File: src/rtl/fetch_unit.sv
// fetch_unit: instruction fetch stage feeding decode.
// Holds the PC, issues 16-bit fetches to a variable-latency instruction memory,
// presents inst/pc_plus2 to decode with a valid/stall handshake, applies redirects
// from execute and stops fetching after a HALT (opcode 5'b00000).
// Optional build macro: FETCH_PERF_EN adds perf_fetch_cnt / perf_stall_cnt outputs.
module fetch_unit #(
    parameter logic [15:0] RESET_PC = 16'h0000
) (
    input  logic        clk,
    input  logic        rst,
    output logic        imem_req,
    output logic [15:0] imem_addr,
    input  logic        imem_done,
    input  logic [15:0] imem_rdata,
    input  logic        stall,
    input  logic        redirect,
    input  logic [15:0] redirect_pc,
    output logic [15:0] inst,
    output logic [15:0] pc_plus2,
    output logic        inst_valid,
    output logic        halted
`ifdef FETCH_PERF_EN
    ,
    output logic [15:0] perf_fetch_cnt,
    output logic [15:0] perf_stall_cnt
`endif
);

    localparam int unsigned XLEN = 16;
    localparam int unsigned OPW  = 5;
    localparam logic [XLEN-1:0] NOP_INST = 16'h0800;
    localparam logic [XLEN-1:0] PC_STEP  = XLEN'(2);
    localparam logic [OPW-1:0]  HALT_OP  = 5'b00000;

    typedef enum logic [1:0] {
        ST_RUN  = 2'd0,
        ST_WAIT = 2'd1,
        ST_HALT = 2'd2
    } state_e;

    state_e            state_q, state_d;
    logic [XLEN-1:0]   pc_q, pc_d;
    logic [XLEN-1:0]   req_addr_q, req_addr_d;
    logic [XLEN-1:0]   inst_q, inst_d;
    logic [XLEN-1:0]   pc_plus2_q, pc_plus2_d;
    logic              inst_valid_q, inst_valid_d;
    logic              drop_q, drop_d;
    logic              halted_q, halted_d;
    logic              capture_c;
    logic              consume_c;

    // Next-state, memory request and output-slot update
    always_comb begin
        state_d      = state_q;
        pc_d         = pc_q;
        req_addr_d   = req_addr_q;
        inst_d       = inst_q;
        pc_plus2_d   = pc_plus2_q;
        inst_valid_d = inst_valid_q;
        drop_d       = drop_q;
        imem_req     = 1'b0;
        imem_addr    = pc_q;
        capture_c    = 1'b0;
        consume_c    = inst_valid_q & ~stall;

        case (state_q)
            ST_RUN: begin
                // Only fetch when the slot is empty or drains this cycle
                imem_req = ~rst & ~redirect & (~inst_valid_q | ~stall);
                if (redirect) begin
                    pc_d         = redirect_pc;
                    inst_valid_d = 1'b0;
                end else if (imem_req) begin
                    if (imem_done) begin
                        capture_c = 1'b1;
                    end else begin
                        state_d    = ST_WAIT;
                        req_addr_d = pc_q;
                        if (consume_c) inst_valid_d = 1'b0;
                    end
                end else if (consume_c) begin
                    inst_valid_d = 1'b0;
                end
            end
            ST_WAIT: begin
                // Outstanding request held with a stable address until done
                imem_req  = ~rst;
                imem_addr = req_addr_q;
                if (consume_c) inst_valid_d = 1'b0;
                if (redirect) begin
                    pc_d         = redirect_pc;
                    inst_valid_d = 1'b0;
                    if (imem_done) begin
                        state_d = ST_RUN;
                        drop_d  = 1'b0;
                    end else begin
                        drop_d = 1'b1;
                    end
                end else if (imem_done) begin
                    state_d = ST_RUN;
                    drop_d  = 1'b0;
                    if (!drop_q) capture_c = 1'b1;
                end
            end
            ST_HALT: begin
                if (consume_c) inst_valid_d = 1'b0;
            end
            default: begin
                state_d = ST_RUN;
            end
        endcase

        if (capture_c) begin
            inst_d       = imem_rdata;
            pc_plus2_d   = imem_addr + PC_STEP;
            pc_d         = imem_addr + PC_STEP;
            inst_valid_d = 1'b1;
            if (imem_rdata[15:11] == HALT_OP) state_d = ST_HALT;
        end

        halted_d = (state_d == ST_HALT) & ~inst_valid_d;
    end

    // State and datapath registers
    always_ff @(posedge clk) begin
        if (rst) begin
            state_q      <= ST_RUN;
            pc_q         <= RESET_PC;
            req_addr_q   <= RESET_PC;
            inst_q       <= NOP_INST;
            pc_plus2_q   <= '0;
            inst_valid_q <= 1'b0;
            drop_q       <= 1'b0;
            halted_q     <= 1'b0;
        end else begin
            state_q      <= state_d;
            pc_q         <= pc_d;
            req_addr_q   <= req_addr_d;
            inst_q       <= inst_d;
            pc_plus2_q   <= pc_plus2_d;
            inst_valid_q <= inst_valid_d;
            drop_q       <= drop_d;
            halted_q     <= halted_d;
        end
    end

    assign inst       = inst_q;
    assign pc_plus2   = pc_plus2_q;
    assign inst_valid = inst_valid_q;
    assign halted     = halted_q;

`ifdef FETCH_PERF_EN
    logic [XLEN-1:0] perf_fetch_q;
    logic [XLEN-1:0] perf_stall_q;

    // Saturating counters: delivered fetches and stalled-slot cycles
    always_ff @(posedge clk) begin
        if (rst) begin
            perf_fetch_q <= '0;
            perf_stall_q <= '0;
        end else begin
            if (capture_c && (perf_fetch_q != '1)) perf_fetch_q <= perf_fetch_q + XLEN'(1);
            if (inst_valid_q && stall && (perf_stall_q != '1)) perf_stall_q <= perf_stall_q + XLEN'(1);
        end
    end

    assign perf_fetch_cnt = perf_fetch_q;
    assign perf_stall_cnt = perf_stall_q;
`endif

endmodule
File: config.mk
export PLATFORM = sky130hd
export DESIGN_NAME = fetch_unit
export DESIGN_NICKNAME = d
export VERILOG_FILES = /design/src/rtl/fetch_unit.sv
export SDC_FILE = /design/constraint.sdc
export NUM_CORES = 1
export LEC_CHECK = 0
export ABC_AREA = 1
export BUFFER_PORTS_ARGS = -buffer_cell sky130_fd_sc_hd__buf_2
export CORE_ASPECT_RATIO = 0.75
export CORE_MARGIN = 5
export CORE_UTILIZATION = 55
export DETAILED_ROUTE_END_ITERATION = 8
export HOLD_SLACK_MARGIN = 0.03
export MAX_ROUTING_LAYER = met4
export PLACE_DENSITY = 0.94
export SLEW_MARGIN = 40
export SYNTH_ARGS = -nofsm -noshare
export SYNTH_HDL_FRONTEND = slang
export SYNTH_SLANG_ARGS = --single-unit
File: constraint.sdc
create_clock -name clk -period 3.7 [get_ports clk]
set_input_delay 0.37 -clock clk [delete_from_list [all_inputs] [get_ports clk]]
set_output_delay 0.37 -clock clk [all_outputs]
set_load 0.05 [all_outputs]
### Yosys cells after proc, flatten, opt, wreduce, memory -nomap -nowiden

Index checks and enable logic that the tools add are counted.
Widths: inputs -> output; s select.

* register bits after elaboration: 69
* input port bits: 37
* output and inout bits: 51
* logic and storage cells: 61

* $add $sub $neg: 1
* equality and inequality tests: 3
* multiplexer cells: 29
* bitwise gates (word level): 11
* reduce and logical (&&, ||, !) cells: 9

Operators with widths (number)
* $mux 16: 4
* $add 16x2->16 const B: 1
* $mux 1: 15
* $mux 2: 6
* $not 1->1: 6
* $pmux 2 s3: 1
* $reduce_bool 2->1: 3
* $logic_not 5->1: 1
* $and 1x1->1: 4
* $eq 2x2->1 const B: 2
* $pmux 1 s2: 2
* $reduce_and 2->1: 2
* $reduce_and 4->1: 1
* $pmux 1 s3: 1
* $eq 2x1->1 const B: 1
* $logic_not 2->1: 1
* $reduce_or 2->1: 1
* $or 1x1->1: 1

### Depth between registers and ports, before layout

* depth after elaboration: 10
* gate-level depth with buffers: 12
* mapped depth without buffers: 11

### Least setup slack after synthesis

Ideal clock, no wire load.

* path kind: flip-flop to output port
* start point: register state_q[1]
* end point: output port imem_req
* data arrival time: 1.784 ns
* required time: 3.330 ns
* slack: 1.546 ns
* stages on the path, launching flop included: 5
* buffers on the path: 1
* cell sequence: dfxtp_1 > inv_4 > nand2_8 > buf_12 > o21ai_0

* word-level cells in the longest chain between the ends: 2
* elaborated cells on any way between the ends: 3
* classes of those cells: 1 x eq/ne; 1 x mux; 1 x reduce/logical

Ends and longest elaborated chain
* from (decl): RTL line 41 `state_e state_q, state_d;`
* from (signal assigned): RTL line 136 `state_q <= state_d;`
* $eq 2x1->1 / $logic_not 2->1 (equally long branches): RTL line 66 `case (state_q)`
* $pmux 1 s2 (*): RTL line 66
* to (decl): RTL line 11 `output logic imem_req,`

Mark *: on every way between the ends. The rest lies on a longest branch, timed or not.

### Worst setup path after layout

* start point: register state_q[1]
* end point: register pc_q[4]

* word-level cells in the longest chain between the ends: 4
* elaborated cells on any way between the ends: 10
* classes of those cells: 1 x add/sub; 1 x eq/ne; 3 x mux; 5 x reduce/logical

Ends and longest elaborated chain
* $eq 2x1->1 / $logic_not 2->1 (equally long branches): RTL line 66
* $mux 16 (tied with other cells): RTL line 66
* $add 16x2->16 / $reduce_bool 2->1 (equally long branches)
* $mux 16 / $reduce_and 2->1 (equally long branches)
* to (signal assigned): RTL line 137 `pc_q <= pc_d;`
* to (decl): RTL line 42 `logic [XLEN-1:0] pc_q, pc_d;`

Parallel ways exist; a longest one is shown, timed or not.
A chain may end at the register's enable or synchronous reset.

==> results.tsv <==
metric	value	unit
outcome	complete, no violations	
worst-r2r-setup-slack	940	ps
ys_types	31	
hold_viol	0	
drt_iter0_drc	327	
final_common_cell	buf_2	
clock_latency	360	ps
fin_util	0.676	
dp_hpwl	6.36	mm
holdBufCountCts	0	
die_w	99.8	µm
worstPathRequired	3990	ps
internal_power	1.32	mW
clk_pin_slew	80	ps
seq_area	1380	µm²
grt_antenna_before_repair	0	
die-area	7710	µm²
vias	3378	
startpoint_type	flop	
clockBufferDepth	2	
ant_nets	0	
p_leak	1.84	nW
synth_top_area_cell	dfxtp_1	
ys.flop_type	dfxtp_1	
synth_fp_nets	474	
port_buffers	87	
root_buffer	clkbuf_8	
track_usage	0.252	
grt_pass1_wl	15.2	mm
fin_nets	552	
num_antenna_cells	0	
synth_enable_flop_cells	0	
place_ws	1020	ps
area_growth	18.5	%
fillers	473	
yosys.area.top_type_share	0.416	
relSlewSlack	0.529	
grt_pass1_vias	3186	
vias_per_cell	5.66	
die_h	77.3	µm
critical_path_class	flop to flop	
hold_path_class	input pin to flop	
seqPwrFrac	0.428	
cts_resized	0	
async_reset_ff_frac	0	
path_max_fanout	30	
ys_seq_area_frac	0.416	
drv_cap	0	
syn-cell-area	3320	µm²
pwr-share-clk	0.389	
min_period_over_period	0.747	
end_kind	flop	
drc	0	
tns	0	ps
core-area	5830	µm²
post_cts_buffers	0	
syn_inst	436	
multi_input_area	1690	µm²
rsz0062_at_grt	no	
timing.final.crit_period	2760	ps
synth-seq-cells	69	
setup-violations-final	0	
maxSlewViolCount	0	
layout_common_cells	buf_2 (87), nor2_1 (73), dfxtp_1 (69), nand2_1 (66), o21ai_0 (66)	
wl_per_cell	15.7	µm
slowest_delay	460	ps
clock-sinks	69	
drt-pass1-iter-count	5	
cts_tree	yes	
drive_gt1_frac	0.295	
power_density	483	nW/µm²
rows	24	
crit_chain	inv_4 -> nand2_8 -> inv_2 -> nand4_1 -> nand2_2 -> inv_2 -> buf_4 -> a21oi_1 -> o21ai_0 -> a21oi_1	
finClkSkew	8.92	ps
grt_max_degree	50	
h-tree-depth	3	
swShare	0.308	
timing.critical_path.slowest_stage_cell	nand2_2	
yosys_warnings	0	
p_switching	0.585	mW
fmax	362	MHz
gp_congestion	0.879	
syn_area_per_cell	7.62	µm²
numCtsBuffers	9	
critPathArrivalTime	3050	ps
routed_wl	9.40	mm
comb_power_share	0.183	
synthTopCellsByArea	dfxtp_1 (42%), o21ai_0 (9.9%), nor2_1 (8.2%)	
io_pins	88	
ir_drop	0.334	mV
gr-total-overflow	0	
worst_pin_slew	705	ps
start_util	0.570	
setup_ws	935	ps
==> logic make-up (layout without fill, tap and decap cells) <==
logic type | count (synthesis) | in the layout | synth area share
AND/OR/NAND/NOR | 219 | 219 | 0.343
flip-flops | 69 | 69 | 0.416
buffers and inverters | 42 | 125 | 0.0764
XOR/XNOR | 1 | 1 | 0.00264
AO/OA/AOI/OAI | 104 | 104 | 0.159
adder cells (fa/ha/maj) | 1 | 1 | 0.00376
==> sequential cells by signal, summed over array words and instances, names as in the netlist <==
register / count
inst_valid: 1
inst: 16
req_addr_q: 16
halted: 1
state_q: 2
pc_plus2: 16
pc_q: 16
drop_q: 1
==> worst max-delay path, delay by kind of cell, from the launching register on <==
kind	cells	cell delay, ps
flip-flops	1	390
AO/OA/AOI/OAI	3	420
AND/OR/NAND/NOR	3	760
buffers and inverters	4	1090
==> cell type report <==
type,instances,share of cell area
Clock buffer,10,0.0324
Tap cell,78,0.0248
Clock inverter,6,0.0283
Multi-Input combinational cell,325,0.429
Inverter,19,0.0187
Timing Repair Buffer,90,0.116
Sequential cell,69,0.351
==> stage by stage <==
step                power, mW  instances  instance area [µm²]  hold slack (ps)
finish                   1.90        597                 3940              229
floorplan                1.09        436                 3320              447
CTS                      1.90        597                 3940              221
global placement         1.16        581                 3700              447
detailed placement       1.17        581                 3700              448
global route             1.97        597                 3940              224
==> power groups by stage <==
| stage | logic [mW] | clock network (mW) | registers, mW |
|---|---|---|---|
| 6_report | 0.349 | 0.740 | 0.813 |
| 5_1_grt | 0.372 | 0.783 | 0.818 |
| 4_1_cts | 0.345 | 0.747 | 0.812 |
| 3_5_place_dp | 0.343 | 0 | 0.828 |
| 3_3_place_gp | 0.336 | 0 | 0.826 |
| 2_1_floorplan | 0.210 | 0 | 0.878 |
==> worst paths after layout <==
path | from | to | depth (start not counted)
max | state_q[1] | pc_q[4] | 10
max reg2reg | state_q[1] | pc_q[4] | 10
min reg2reg | pc_plus2[9] | pc_plus2[9] | 2
min | imem_done | state_q[0] | 2
==> layer usage <==
layer / vias up / global-route usage / share of wire
li1: 1597 / - / -
met1: 1560 / 0.312 / 0.41
met2: 200 / 0.392 / 0.48
met3: 21 / 0.0789 / 0.096
met4: 0 / 0.0805 / 0.014
met5: - / - / 0
==> Yosys cell counts, types with 2 or more instances <==
master,n
nand3_1,28
nor2_1,73
nand3_2,7
buf_2,5
nand2_1,66
nor2_2,3
nand3_4,3
clkbuf_1,9
inv_2,2
dfxtp_1,69
clkbuf_8,2
nand2_2,14
nand2_4,10
a21oi_1,35
inv_1,16
nor2_4,6
buf_12,2
o21ai_0,66
nand4_1,6
buf_6,3
Note: power is estimated with default switching activity, not from simulation.
